**config.mk**
```make
export PLATFORM = sky130hd
export DESIGN_NAME = wave_sequencer_flat
export DESIGN_NICKNAME = d
export VERILOG_FILES = /design/src/rtl/fg_pkg.sv /design/src/rtl/wave_sequencer_if.sv /design/src/rtl/fg_prescaler.sv /design/src/rtl/wave_sequencer.sv /design/src/flat_wrapper.sv
export SDC_FILE = /design/constraint.sdc
export NUM_CORES = 1
export LEC_CHECK = 0
export CAP_MARGIN = 15
export CELL_PAD_IN_SITES_DETAIL_PLACEMENT = 0
export CELL_PAD_IN_SITES_GLOBAL_PLACEMENT = 1
export CORE_ASPECT_RATIO = 2
export CORE_UTILIZATION = 25
export DETAILED_ROUTE_END_ITERATION = 16
export GPL_ROUTABILITY_DRIVEN = 0
export MAX_ROUTING_LAYER = met4
export PLACE_DENSITY = 0.6
export SYNTH_ARGS = -nofsm -noshare
export SYNTH_HDL_FRONTEND = slang
export SYNTH_SLANG_ARGS = --single-unit
```
**constraint.sdc**
```tcl
create_clock -name clk -period 2.3 [get_ports clk]
set_input_delay 0.345 -clock clk [delete_from_list [all_inputs] [get_ports clk]]
set_output_delay 0.345 -clock clk [all_outputs]
set_load 0.005 [all_outputs]
```
**src/rtl/fg_pkg.sv**
```systemverilog
// Shared types and widths for the function-generator phase/config controller.
package fg_pkg;

    localparam int unsigned PW     = 8;
    localparam int unsigned DIVW   = 8;
    localparam int unsigned BURSTW = 8;

    localparam logic [PW-1:0] PHASE_MAX = '1;

    typedef enum logic [1:0] {
        SQUARE   = 2'd0,
        TRIANGLE = 2'd1,
        SAW      = 2'd2,
        SINE     = 2'd3
    } wave_t;

    typedef enum logic [1:0] {
        IDLE = 2'd0,
        RUN  = 2'd1,
        PEND = 2'd2
    } seq_state_t;

    typedef struct packed {
        wave_t           wave;
        logic [DIVW-1:0] div;
    } cfg_t;

endpackage

```
**src/rtl/wave_sequencer_if.sv**
```systemverilog
// Control/config/phase bundle between the host side and wave_sequencer.
// WAVE_BURST_EN adds burst_len/done.
interface wave_sequencer_if;
    import fg_pkg::*;

    logic            start;
    logic            stop;
    logic            cfg_valid;
    logic            cfg_ready;
    logic [1:0]      cfg_wave;
    logic [DIVW-1:0] cfg_div;
    logic [PW-1:0]   count_clk;
    logic [1:0]      wave_sel;
    logic            running;
    logic            wrap;
`ifdef WAVE_BURST_EN
    logic [BURSTW-1:0] burst_len;
    logic              done;

    modport master (output start, stop, cfg_valid, cfg_wave, cfg_div, burst_len,
                    input  cfg_ready, count_clk, wave_sel, running, wrap, done);
    modport slave  (input  start, stop, cfg_valid, cfg_wave, cfg_div, burst_len,
                    output cfg_ready, count_clk, wave_sel, running, wrap, done);
`else
    modport master (output start, stop, cfg_valid, cfg_wave, cfg_div,
                    input  cfg_ready, count_clk, wave_sel, running, wrap);
    modport slave  (input  start, stop, cfg_valid, cfg_wave, cfg_div,
                    output cfg_ready, count_clk, wave_sel, running, wrap);
`endif

endinterface

```
**src/rtl/fg_prescaler.sv**
```systemverilog
// Clock prescaler: tick_c fires once every div+1 enabled clocks.
module fg_prescaler
    import fg_pkg::*;
(
    input  logic            clk,
    input  logic            rst,
    input  logic            en,
    input  logic            clear,
    input  logic [DIVW-1:0] div,
    output logic            tick_c
);

    logic [DIVW-1:0] presc;

    assign tick_c = en && (presc == div);

    always_ff @(posedge clk or posedge rst) begin
        if (rst) begin
            presc <= '0;
        end else if (clear || !en || tick_c) begin
            presc <= '0;
        end else begin
            presc <= presc + DIVW'(1);
        end
    end

endmodule

```
**src/rtl/wave_sequencer.sv**
```systemverilog
// Phase counter, waveform/prescaler config staging and run control for the function generator.
// Optional WAVE_BURST_EN: stop automatically after burst_len phase wraps and pulse done.
module wave_sequencer
    import fg_pkg::*;
(
    input  logic             clk,
    input  logic             rst,
    wave_sequencer_if.slave  bus
);

    seq_state_t      state, state_d;
    logic [PW-1:0]   count_q, count_d;
    wave_t           wave_q, wave_d;
    logic [DIVW-1:0] div_q, div_d;
    cfg_t            stg_q, stg_d;
    logic            running_q, ready_q, wrap_q;
    logic            tick_c, clear_c, last_c, xfer_c;
    cfg_t            cfg_in_c;
`ifdef WAVE_BURST_EN
    logic [BURSTW-1:0] burst_q, burst_d, wraps_q, wraps_d;
    logic              done_q, done_d;
`endif

    fg_prescaler u_presc (
        .clk    (clk),
        .rst    (rst),
        .en     (running_q),
        .clear  (clear_c),
        .div    (div_q),
        .tick_c (tick_c)
    );

    assign last_c   = tick_c && (count_q == PHASE_MAX);
    assign xfer_c   = bus.cfg_valid && ready_q;
    assign cfg_in_c = '{wave: wave_t'(bus.cfg_wave), div: bus.cfg_div};

    // Next-state, phase and config commit logic
    always_comb begin
        state_d = state;
        count_d = count_q;
        wave_d  = wave_q;
        div_d   = div_q;
        stg_d   = stg_q;
        clear_c = 1'b0;
`ifdef WAVE_BURST_EN
        burst_d = burst_q;
        wraps_d = wraps_q;
        done_d  = 1'b0;
`endif
        if (tick_c) count_d = count_q + PW'(1);

        case (state)
            IDLE: begin
                if (xfer_c) begin
                    wave_d = cfg_in_c.wave;
                    div_d  = cfg_in_c.div;
                end
                if (bus.start && !bus.stop) begin
                    state_d = RUN;
`ifdef WAVE_BURST_EN
                    burst_d = bus.burst_len;
                    wraps_d = '0;
`endif
                end
            end
            RUN: begin
                if (bus.stop) begin
                    state_d = IDLE;
                    count_d = '0;
                    clear_c = 1'b1;
                end else if (xfer_c) begin
                    stg_d   = cfg_in_c;
                    state_d = PEND;
                end
            end
            PEND: begin
                if (bus.stop || last_c) begin
                    wave_d  = stg_q.wave;
                    div_d   = stg_q.div;
                    clear_c = 1'b1;
                    state_d = bus.stop ? IDLE : RUN;
                    if (bus.stop) count_d = '0;
                end
            end
            default: state_d = IDLE;
        endcase

`ifdef WAVE_BURST_EN
        // Final wrap of a finite burst ends the run; a config offered on that edge commits directly
        if (state != IDLE && !bus.stop && last_c && burst_q != '0) begin
            if (wraps_q + BURSTW'(1) == burst_q) begin
                if (state == RUN && xfer_c) begin
                    wave_d = cfg_in_c.wave;
                    div_d  = cfg_in_c.div;
                end
                state_d = IDLE;
                count_d = '0;
                clear_c = 1'b1;
                done_d  = 1'b1;
            end else begin
                wraps_d = wraps_q + BURSTW'(1);
            end
        end
`endif
    end

    always_ff @(posedge clk or posedge rst) begin
        if (rst) begin
            state     <= IDLE;
            count_q   <= '0;
            wave_q    <= SQUARE;
            div_q     <= '0;
            stg_q     <= '{wave: SQUARE, div: '0};
            running_q <= 1'b0;
            ready_q   <= 1'b1;
            wrap_q    <= 1'b0;
        end else begin
            state     <= state_d;
            count_q   <= count_d;
            wave_q    <= wave_d;
            div_q     <= div_d;
            stg_q     <= stg_d;
            running_q <= (state_d != IDLE);
            ready_q   <= (state_d != PEND);
            wrap_q    <= last_c;
        end
    end

`ifdef WAVE_BURST_EN
    always_ff @(posedge clk or posedge rst) begin
        if (rst) begin
            burst_q <= '0;
            wraps_q <= '0;
            done_q  <= 1'b0;
        end else begin
            burst_q <= burst_d;
            wraps_q <= wraps_d;
            done_q  <= done_d;
        end
    end

    assign bus.done = done_q;
`endif

    assign bus.count_clk = count_q;
    assign bus.wave_sel  = wave_q;
    assign bus.running   = running_q;
    assign bus.cfg_ready = ready_q;
    assign bus.wrap      = wrap_q;

endmodule

```
**src/flat_wrapper.sv**
```systemverilog
// flat-port wrapper written by rule: the top's interface ports become plain ports
module wave_sequencer_flat import fg_pkg::*;
  (clk, rst, bus_start, bus_stop, bus_cfg_valid, bus_cfg_wave, bus_cfg_div, bus_cfg_ready, bus_count_clk, bus_wave_sel, bus_running, bus_wrap);
  wave_sequencer_if bus_i ();
  input  logic clk;
  input  logic rst;
  input wire logic [$bits(bus_i.start)-1:0] bus_start;
  input wire logic [$bits(bus_i.stop)-1:0] bus_stop;
  input wire logic [$bits(bus_i.cfg_valid)-1:0] bus_cfg_valid;
  input wire logic [$bits(bus_i.cfg_wave)-1:0] bus_cfg_wave;
  input wire logic [$bits(bus_i.cfg_div)-1:0] bus_cfg_div;
  output wire logic [$bits(bus_i.cfg_ready)-1:0] bus_cfg_ready;
  output wire logic [$bits(bus_i.count_clk)-1:0] bus_count_clk;
  output wire logic [$bits(bus_i.wave_sel)-1:0] bus_wave_sel;
  output wire logic [$bits(bus_i.running)-1:0] bus_running;
  output wire logic [$bits(bus_i.wrap)-1:0] bus_wrap;
  assign bus_i.start = bus_start;
  assign bus_i.stop = bus_stop;
  assign bus_i.cfg_valid = bus_cfg_valid;
  assign bus_i.cfg_wave = bus_cfg_wave;
  assign bus_i.cfg_div = bus_cfg_div;
  assign bus_cfg_ready = bus_i.cfg_ready;
  assign bus_count_clk = bus_i.count_clk;
  assign bus_wave_sel = bus_i.wave_sel;
  assign bus_running = bus_i.running;
  assign bus_wrap = bus_i.wrap;
  wave_sequencer u_core (.clk(clk), .rst(rst), .bus(bus_i));
endmodule
```
; Word level (Yosys, flattened, before mapping)
; Index checks and enable logic that the tools add are counted.
[totals]
ff_bits = 41
word_cells = 54
inputBits = 15
out_inout_bits = 13
[op_classes]
eq_ne = 7
add_sub_neg = 2
bitwise_logic = 1
reduce_logical = 14
mux = 20
[ops]
columns = cell, count
row1 = 2-to-1 mux 8 bit, 6
row2 = one-hot mux 8 bit (2 select lines), 2
row3 = adder 8 x 1 -> 8 bit (second input constant), 2
row4 = 2-to-1 mux 2 bit, 6
row5 = == test 8 bit, 1
row6 = == test 8 bit (second input constant), 1
row7 = one-hot mux 2 bit (3 select lines), 1
row8 = AND reduction 3 bit, 2
row9 = logical AND 1 bit, 4
row10 = != test 2 x 1 -> 1 bit (second input constant), 2
row11 = one-hot mux 2 bit (2 select lines), 1
row12 = nonzero test 2 bit, 2
row13 = logical OR 1 bit, 3
row14 = 2-to-1 mux 1 bit, 3
row15 = == test 2 x 1 -> 1 bit (second input constant), 1
row16 = == test 2 bit (second input constant), 1
row17 = zero test 1 bit, 2
row18 = zero test 2 bit, 1
row19 = != test 2 bit (second input constant), 1
row20 = one-hot mux 1 bit (2 select lines), 1
row21 = NOT 1 bit, 1

; Longest topological paths before layout
; Gate-level depths: netlist of run 1.
[depth]
ltp_word = 9
mapped_depth = 7
depth_no_buf = 6

; Modules after synthesis
; Synthesis of run 1 repeated with hierarchy kept, for this count alone.
[hier_totals]
hier_cells = 170
hier_area_um2 = 2108.3
[modules_own_cells]
columns = module, n_inst, cells_per_inst, area_per_inst_um2
row1 = wave_sequencer, 1, 122, 1582.8
row2 = fg_prescaler, 1, 48, 525.5

; Worst setup path before layout of run 1
; No wires, ideal clock.
[synth_timing]
path_type = reg2reg
start = reg u_core.state[1]
end = reg u_core.wave_q[0] (netlist: u_core.bus.wave_sel[0])
arrival_ns = 2.022
n_path_buf = 0
path_stages_with_launch = 7
period_less_slack_ns = 2.146
setup_time_ns = 0.125
setup_slack_ns = 0.154
path_cell_list = dfrtp_1 > inv_1 > ha_1 > and3_1 > o211ai_1 > o41ai_4 > mux2_2
[synth_between]
elab_chain_len = 3
elab_cells_between_ends = 7
classes_between = eq/ne: 3 / mux: 1 / reduce/logical: 3
[synth_lines]
columns = element, line
row1 = from (decl), wave_sequencer.sv:11  ; seq_state_t state, state_d;
row2 = from (signal assigned), wave_sequencer.sv:118  ; state <= state_d;
row3 = == test 2 bit / zero test 2 bit (equally long branches), wave_sequencer.sv:52  ; case (state)
row4 = != test 2 x 1 -> 1 bit (no line) / nonzero test 2 bit (equally long branches), --
row5 = AND reduction 3 bit (no line), --
row6 = to (signal assigned), wave_sequencer.sv:120  ; wave_q <= wave_d;
row7 = to (decl), wave_sequencer.sv:13  ; wave_t wave_q, wave_d;
; Several ways; a longest one is shown, not always the timed one.
; A chain may end at the register's enable or synchronous reset.

; Worst setup path after layout of run 1
[layout_timing]
start = reg u_core.state[0]
end = reg u_core.wave_q[0] (netlist: u_core.bus.wave_sel[0])
; Same word-level chain as after synthesis.

==> results of run 1 <==
## through the flow
step                      power, mW  cells  setup slack (ps)
after global routing           3.22    345              42.6
after floorplan                1.90    195               154
after global placement         2.31    337               107
after detailed placement       2.34    337              92.7
after CTS                      3.06    345               132
final                          3.01    345               153
## kinds of logic after synthesis
kind of cell	synth area share [%]
XOR/XNOR	5.56
AO/OA/AOI/OAI	7.43
adder cells (fa/ha/maj)	3.40
buffers and inverters	1.53
AND/OR/NAND/NOR	17.5
flip-flops	46.5
multiplexers	18.0
## worst reg2reg max path, delay by kind of cell (launching register included)
kind	cells	cell delay, ps
and+or+nand+nor	1	200
muxes	1	350
DFF	1	410
buffers and inverters	2	340
AOI/OAI and AO/OA	2	500
adders and majority gates	1	230
## how the worst max path moves through the flow
stage | slack [ps] | end
after floorplan | 150 | u_core.bus.wave_sel[0]$_DFFE_PP0P_
after global placement | 110 | u_core.div_q[5]$_DFFE_PP0P_
after detailed placement | 90 | u_core.div_q[4]$_DFFE_PP0P_
after CTS | 130 | u_core.bus.wave_sel[0]$_DFFE_PP0P_
after global routing | 40 | u_core.div_q[4]$_DFFE_PP0P_
final | 150 | u_core.bus.wave_sel[0]$_DFFE_PP0P_
## flip-flops by register name, summed over array words and instances, names as in the netlist
name,flops
u_core.div_q,8
u_core.bus.cfg_ready,1
u_core.bus.wrap,1
u_core.bus.count_clk,8
u_core.state,2
u_core.bus.running,1
u_core.u_presc.presc,8
u_core.bus.wave_sel,2
u_core.stg_q,10
## layer usage
metal	GRT usage [%]	vias up	wire length, µm
li1	-	801	-
met1	12.4	797	1900
met2	23.8	19	2980
met3	1.77	5	90
met4	5.90	0	112
met5	-	-	0
## layout by cell type (no fill, tap or decap), types with 3 or more instances in the layout
cell type                         Yosys  routed
sky130_fd_sc_hd__mux2i_1              6       6
sky130_fd_sc_hd__xnor2_1             12      12
sky130_fd_sc_hd__clkdlybuf4s50_1      0      27
sky130_fd_sc_hd__mux2_2              30      30
sky130_fd_sc_hd__o211ai_1             3       3
sky130_fd_sc_hd__buf_4                0      18
sky130_fd_sc_hd__nor2_1              15      15
sky130_fd_sc_hd__nand4_1              4       4
sky130_fd_sc_hd__o31ai_1              3       3
sky130_fd_sc_hd__nor4_1               4       4
sky130_fd_sc_hd__ha_1                 6       6
sky130_fd_sc_hd__nand3_1              5       5
sky130_fd_sc_hd__dfrtp_1             40      40
sky130_fd_sc_hd__nand2_1             16      16
sky130_fd_sc_hd__and3_1               3       3
sky130_fd_sc_hd__clkbuf_16            0       5
sky130_fd_sc_hd__inv_1                6       6
sky130_fd_sc_hd__nand2b_1             7       7
## cell type report
class,instances,area [µm²]
clock inverter,1,7.51
sequential,41,1030
fill,869,5710
timing repair buffer,45,405
multi-input combinational,145,1150
tap,100,125
inverter,6,22.5
clock buffer,7,143
## power by group
part	internal, mW	leakage, nW	total [mW]	switching [mW]
registers	0.945	0.525	1.09	0.148
logic	0.631	0.601	1.20	0.572
clock network	0.432	0.0701	0.709	0.277
total	2.01	1.20	3.01	0.997
==> flow_summary.toml, run 1 <==
[outcome]
status = "complete, no violations"

[place]
place.port_buffers = 27
postPlaceCellArea_um2 = 2730
place_hpwl_um = 3910

[clock_tree]
post-cts-setup-buffers = 0
post_cts_hold_buffer_count = 0
cts.reportedPaths.clkPinSlew_ps = 60
worstSkewPairLatency_ps = 280
number_of_buffers_created_by_cts = 5
h_tree_levels = 2
cts_buffer_depth = 2
cts-resized-gates = 0
clock-root-buffer = "sky130_fd_sc_hd__clkbuf_16"
tritoncts = "built"
cts_num_sinks = 41

[final_layout]
fin_util_pct = 33.5
fin_nets = 265
drive_above_1_share_pct = 25.7
antenna_fix_cells = 0
area_growth_syn_to_layout_pct = 30.3
stdcell_area_um2 = 2880

[synth]
yosys-top-cells-count = "40 x sky130_fd_sc_hd__dfrtp_1, 30 x sky130_fd_sc_hd__mux2_2, 16 x sky130_fd_sc_hd__nand2_1"
synth.largest_area_cell = "sky130_fd_sc_hd__dfrtp_1"
synth_seq_cells = 41
synth_sequential_area_ratio_pct = 46.5
synth_edf_count = 0
syn_avg_cell_area_um2 = 11.3
synth.distinct_cells = 43
synthesized_instance_count = 195
cell_area_after_synthesis_um2 = 2210
postSynth.topFlopCell = "sky130_fd_sc_hd__dfrtp_1"
synth.most_common_cell = "sky130_fd_sc_hd__dfrtp_1"
mappedNetlistNets = 216
synthArstFlopShare_pct = 100
yosys-top-cells-area = "sky130_fd_sc_hd__dfrtp_1 45%, sky130_fd_sc_hd__mux2_2 15%, sky130_fd_sc_hd__xnor2_1 4.8%"
ys_warn_count = 0
yosysTopAreaCellShare_pct = 45.4

[floorplan]
ios = 28
die_height_um = 135
design.die.area_um2 = 9230
effective_utilization_at_floorplan_pct = 25.7
placementRows = 48
die_width_um = 68.4
core_box_area_um2 = 8590

[worst_setup_path]
critical_path_depth = 7
startpoint = "u_core.state[0]$_DFF_PP0_"
crit_arrival_ps = 2310
r2r_slack_ps = 150
startpoint_type = "flip-flop"
slowest_stage_cell_on_the_critical_path = "sky130_fd_sc_hd__dfrtp_1"
critical_path_buf_inv_count = 2
critical_path.cell_chain = "inv_1 > ha_1 > and3_1 > o211ai_1 > o41ai_4 > buf_4 > mux2_2"
rr_worst_depth = 7
critPathKind = "reg2reg"
cpPeakStageDelay_ps = 410
cpLargestDelayFamily = "compound AO/OA/AOI/OAI gates"
crit-reg2reg-capture = "u_core.bus.wave_sel[0]$_DFFE_PP0P_"
endpoint_kind = "flip-flop"
cp_max_fo = 10
worst_ep_required_time_ps = 2470
source_of_the_worst_register_to_register_timing_path = "u_core.state[0]$_DFF_PP0_"

[timing]
final_min_period_over_clock_period_pct = 93.4
fin_tns_setup_ps = 0
worst_hold_slack_ps = 489
grt_setup_unrepaired = "false"
max_slew_vio_count = 0
clock-skew-final_ps = 3.60
timing.final.setup_violations = 0
transition_time_at_the_pin_with_the_least_slew_margin_ps = 534
max_slew_margin_pct = 64.4
final_min_period_ps = 2150
highest_clock_rate_mhz = 466
hold_viol_final = 0

[job]
max-cap-violations = 0

[power]
power.leakage_nw = 1.20
power_density_nw_per_um2 = 1040
ir_worst_vdd_mv = 0.419

[detailed_routing]
drt_first_iter_violations = 86
wl_per_instance_um = 14.7
wl_um = 5080
detailroute.via_count = 1622
route.detailed.drc = 0
avgViaCountPerCell = 4.70
final_antenna_net_count = 0
drt_pre_antenna_iters = 3

[worst_hold_path]
hold_path_class = "in2async"

[grt]
globalRouteOverflowTotal = 0
grt_first_pass_wirelength_um = 8260
grt_pass1_vias = 1668
global_route_usage_sum_pct = 12.9
antenna_found_initial = 0
pin_count_of_the_biggest_net_entering_global_routing = 42
Note: power is estimated with default switching activity, not from simulation.
==> inputs of run 2 (changes only) <==
Settings changed: PLACE_DENSITY 0.6 to 0.58.
Clock period 2.3 ns to 2.2 ns, I/O delays scaled along.
==> run 2 against run 1 <==
Net effect:
- count of clock-buffer cells in the layout is 2 lower
- register-to-register slack got worse by 20 ps
- largest power group unchanged
- flip-flop and latch count is the same
- first-iteration DRC count down 52%
- critical endpoint unchanged
- sequential share of layout area fell by 0.57 points
- cell count increased by 1.4%
==> flow_summary.toml, run 2 (synthesized netlist as in run 1, its figures left out) <==
[outcome]
status = "complete, no violations"

[detailed_routing]
wl_per_instance_um = 14.9
drt_first_iter_violations = 41
wl_um = 5210
avgViaCountPerCell = 4.71
route.met3.wl_um = 121
met1Wirelength_um = 1840
dr.max_layer_used = "met4"
final_antenna_net_count = 0
detailroute.via_count = 1650
drt_pre_antenna_iters = 4
route.detailed.drc = 0
met2RoutedLength_um = 3110

[clock_tree]
worstSkewPairLatency_ps = 290
clock-root-buffer = "sky130_fd_sc_hd__clkbuf_16"
post_cts_hold_buffer_count = 0
cts.reportedPaths.clkPinSlew_ps = 60
cts_num_sinks = 41
number_of_buffers_created_by_cts = 5
h_tree_levels = 2
cts_buffer_depth = 2
post-cts-setup-buffers = 0
cts-resized-gates = 0
tritoncts = "built"

[grt]
global_route_usage_sum_pct = 13.0
grt_first_pass_wirelength_um = 8450
grt_pass1_vias = 1743
pin_count_of_the_biggest_net_entering_global_routing = 42
antenna_found_initial = 0
globalRouteOverflowTotal = 0

[final_layout]
layout.cells.most_common = "sky130_fd_sc_hd__dfrtp_1"
area_growth_syn_to_layout_pct = 32.4
antenna_fix_cells = 0
highest_count_cells_in_the_layout_ignoring_fill_and_taps = "40 x sky130_fd_sc_hd__dfrtp_1, 30 x sky130_fd_sc_hd__mux2_2, 27 x sky130_fd_sc_hd__clkdlybuf4s50_1"
drive_above_1_share_pct = 28.4
fin_nets = 270
filler_cell_count = 892
largest_register_ffs = 10
top_register_by_number_of_flip_flops = "u_core.stg_q"

[timing]
transition_time_at_the_pin_with_the_least_slew_margin_ps = 552
highest_clock_rate_mhz = 484
max_slew_vio_count = 0
clock-skew-final_ps = 4.74
max_slew_margin_pct = 63.2
final_min_period_over_clock_period_pct = 94.0
hold_viol_final = 0
fin_tns_setup_ps = 0
final_min_period_ps = 2070
timing.final.setup_violations = 0
grt_setup_unrepaired = "false"

[floorplan]
core_box_area_um2 = 8590
placementRows = 48
design.die.area_um2 = 9230
die_height_um = 135
die_width_um = 68.4
effective_utilization_at_floorplan_pct = 25.7
ios = 28

[power]
ir_worst_vdd_mv = 0.342
power_density_nw_per_um2 = 1100
power_mw = 3.21
power.leakage_nw = 1.22

[worst_setup_path]
startpoint_type = "flip-flop"
crit_arrival_ps = 2240
cp_max_fo = 13
endpoint_kind = "flip-flop"
worst_ep_required_time_ps = 2380
critical_path.cell_chain = "inv_1 > ha_1 > buf_4 > inv_1 > o22ai_1 > o41ai_4 > buf_2 > mux2_2"
slowest_stage_cell_on_the_critical_path = "sky130_fd_sc_hd__dfrtp_1"
cpPeakStageDelay_ps = 390
critPathKind = "reg2reg"
critical-path-top-cell-by-count = "sky130_fd_sc_hd__inv_1"

[place]
place_hpwl_um = 4000
place.port_buffers = 27

[worst_hold_path]
hold_path_class = "in2async"

[job]
max-cap-violations = 0
-- run 2: layer usage --
layer / vias up / GRT usage, %
met5: - / -
met4: 0 / 6.25
met3: 7 / 2.36
met2: 25 / 23.6
met1: 804 / 12.4
li1: 814 / -
-- run 2: stage by stage --
| stage | utilization, % | worst slack [ps] | cells | cell area (µm²) | hold slack (ps) |
|---|---|---|---|---|---|
| finish | 34.0 | 133 | 350 | 2920 | 485 |
| global route | 34.0 | 22.0 | 350 | 2920 | 527 |
| CTS | 33.8 | 45.4 | 349 | 2910 | 504 |
| detailed placement | 32.1 | 1.44 | 341 | 2760 | 489 |
| global placement | 32.1 | 7.50 | 341 | 2760 | 482 |
| floorplan | - | 53.8 | 195 | 2210 | 474 |
-- run 2: final cells by class --
type	instances	area, µm²	area share, %
multi-input combinational	145	1150	39.5
clock buffer	5	125	4.28
inverter	6	22.5	0.771
tap	100	125	4.28
sequential	41	1030	35.1
clock inverter	3	25.0	0.856
timing repair buffer	50	444	15.2
-- run 2: worst max-delay path, delay by kind of cell (launching register included) --
kind	cells	cell delay, ps
mux	1	270
compound gates	2	440
fa+ha+maj	1	200
buf+inv	4	660
flops	1	390
-- run 2: worst paths after layout --
check / from / endpoint / slack, ps / cells past startpoint
min in group clk: u_core.stg_q[8]$_DFFE_PP0P_ / u_core.stg_q[8]$_DFFE_PP0P_ / 500 / 1
worst min register to register: u_core.stg_q[8]$_DFFE_PP0P_ / u_core.stg_q[8]$_DFFE_PP0P_ / 500 / 1
worst max-delay path: u_core.state[0]$_DFF_PP0_ / u_core.bus.wave_sel[0]$_DFFE_PP0P_ / 130 / 8
worst min-delay path: rst / u_core.state[1]$_DFF_PP0_ / 480 / 3
max in group asynchronous: rst / u_core.u_presc.presc[2]$_DFF_PP0_ / 1340 / 3
worst max register to register: u_core.state[0]$_DFF_PP0_ / u_core.bus.wave_sel[0]$_DFFE_PP0P_ / 130 / 8
-- run 2: report_power, final --
| part | internal, mW | switching [mW] | total, mW |
|---|---|---|---|
| registers | 0.987 | 0.151 | 1.14 |
| logic | 0.698 | 0.628 | 1.33 |
| clock network | 0.428 | 0.321 | 0.749 |
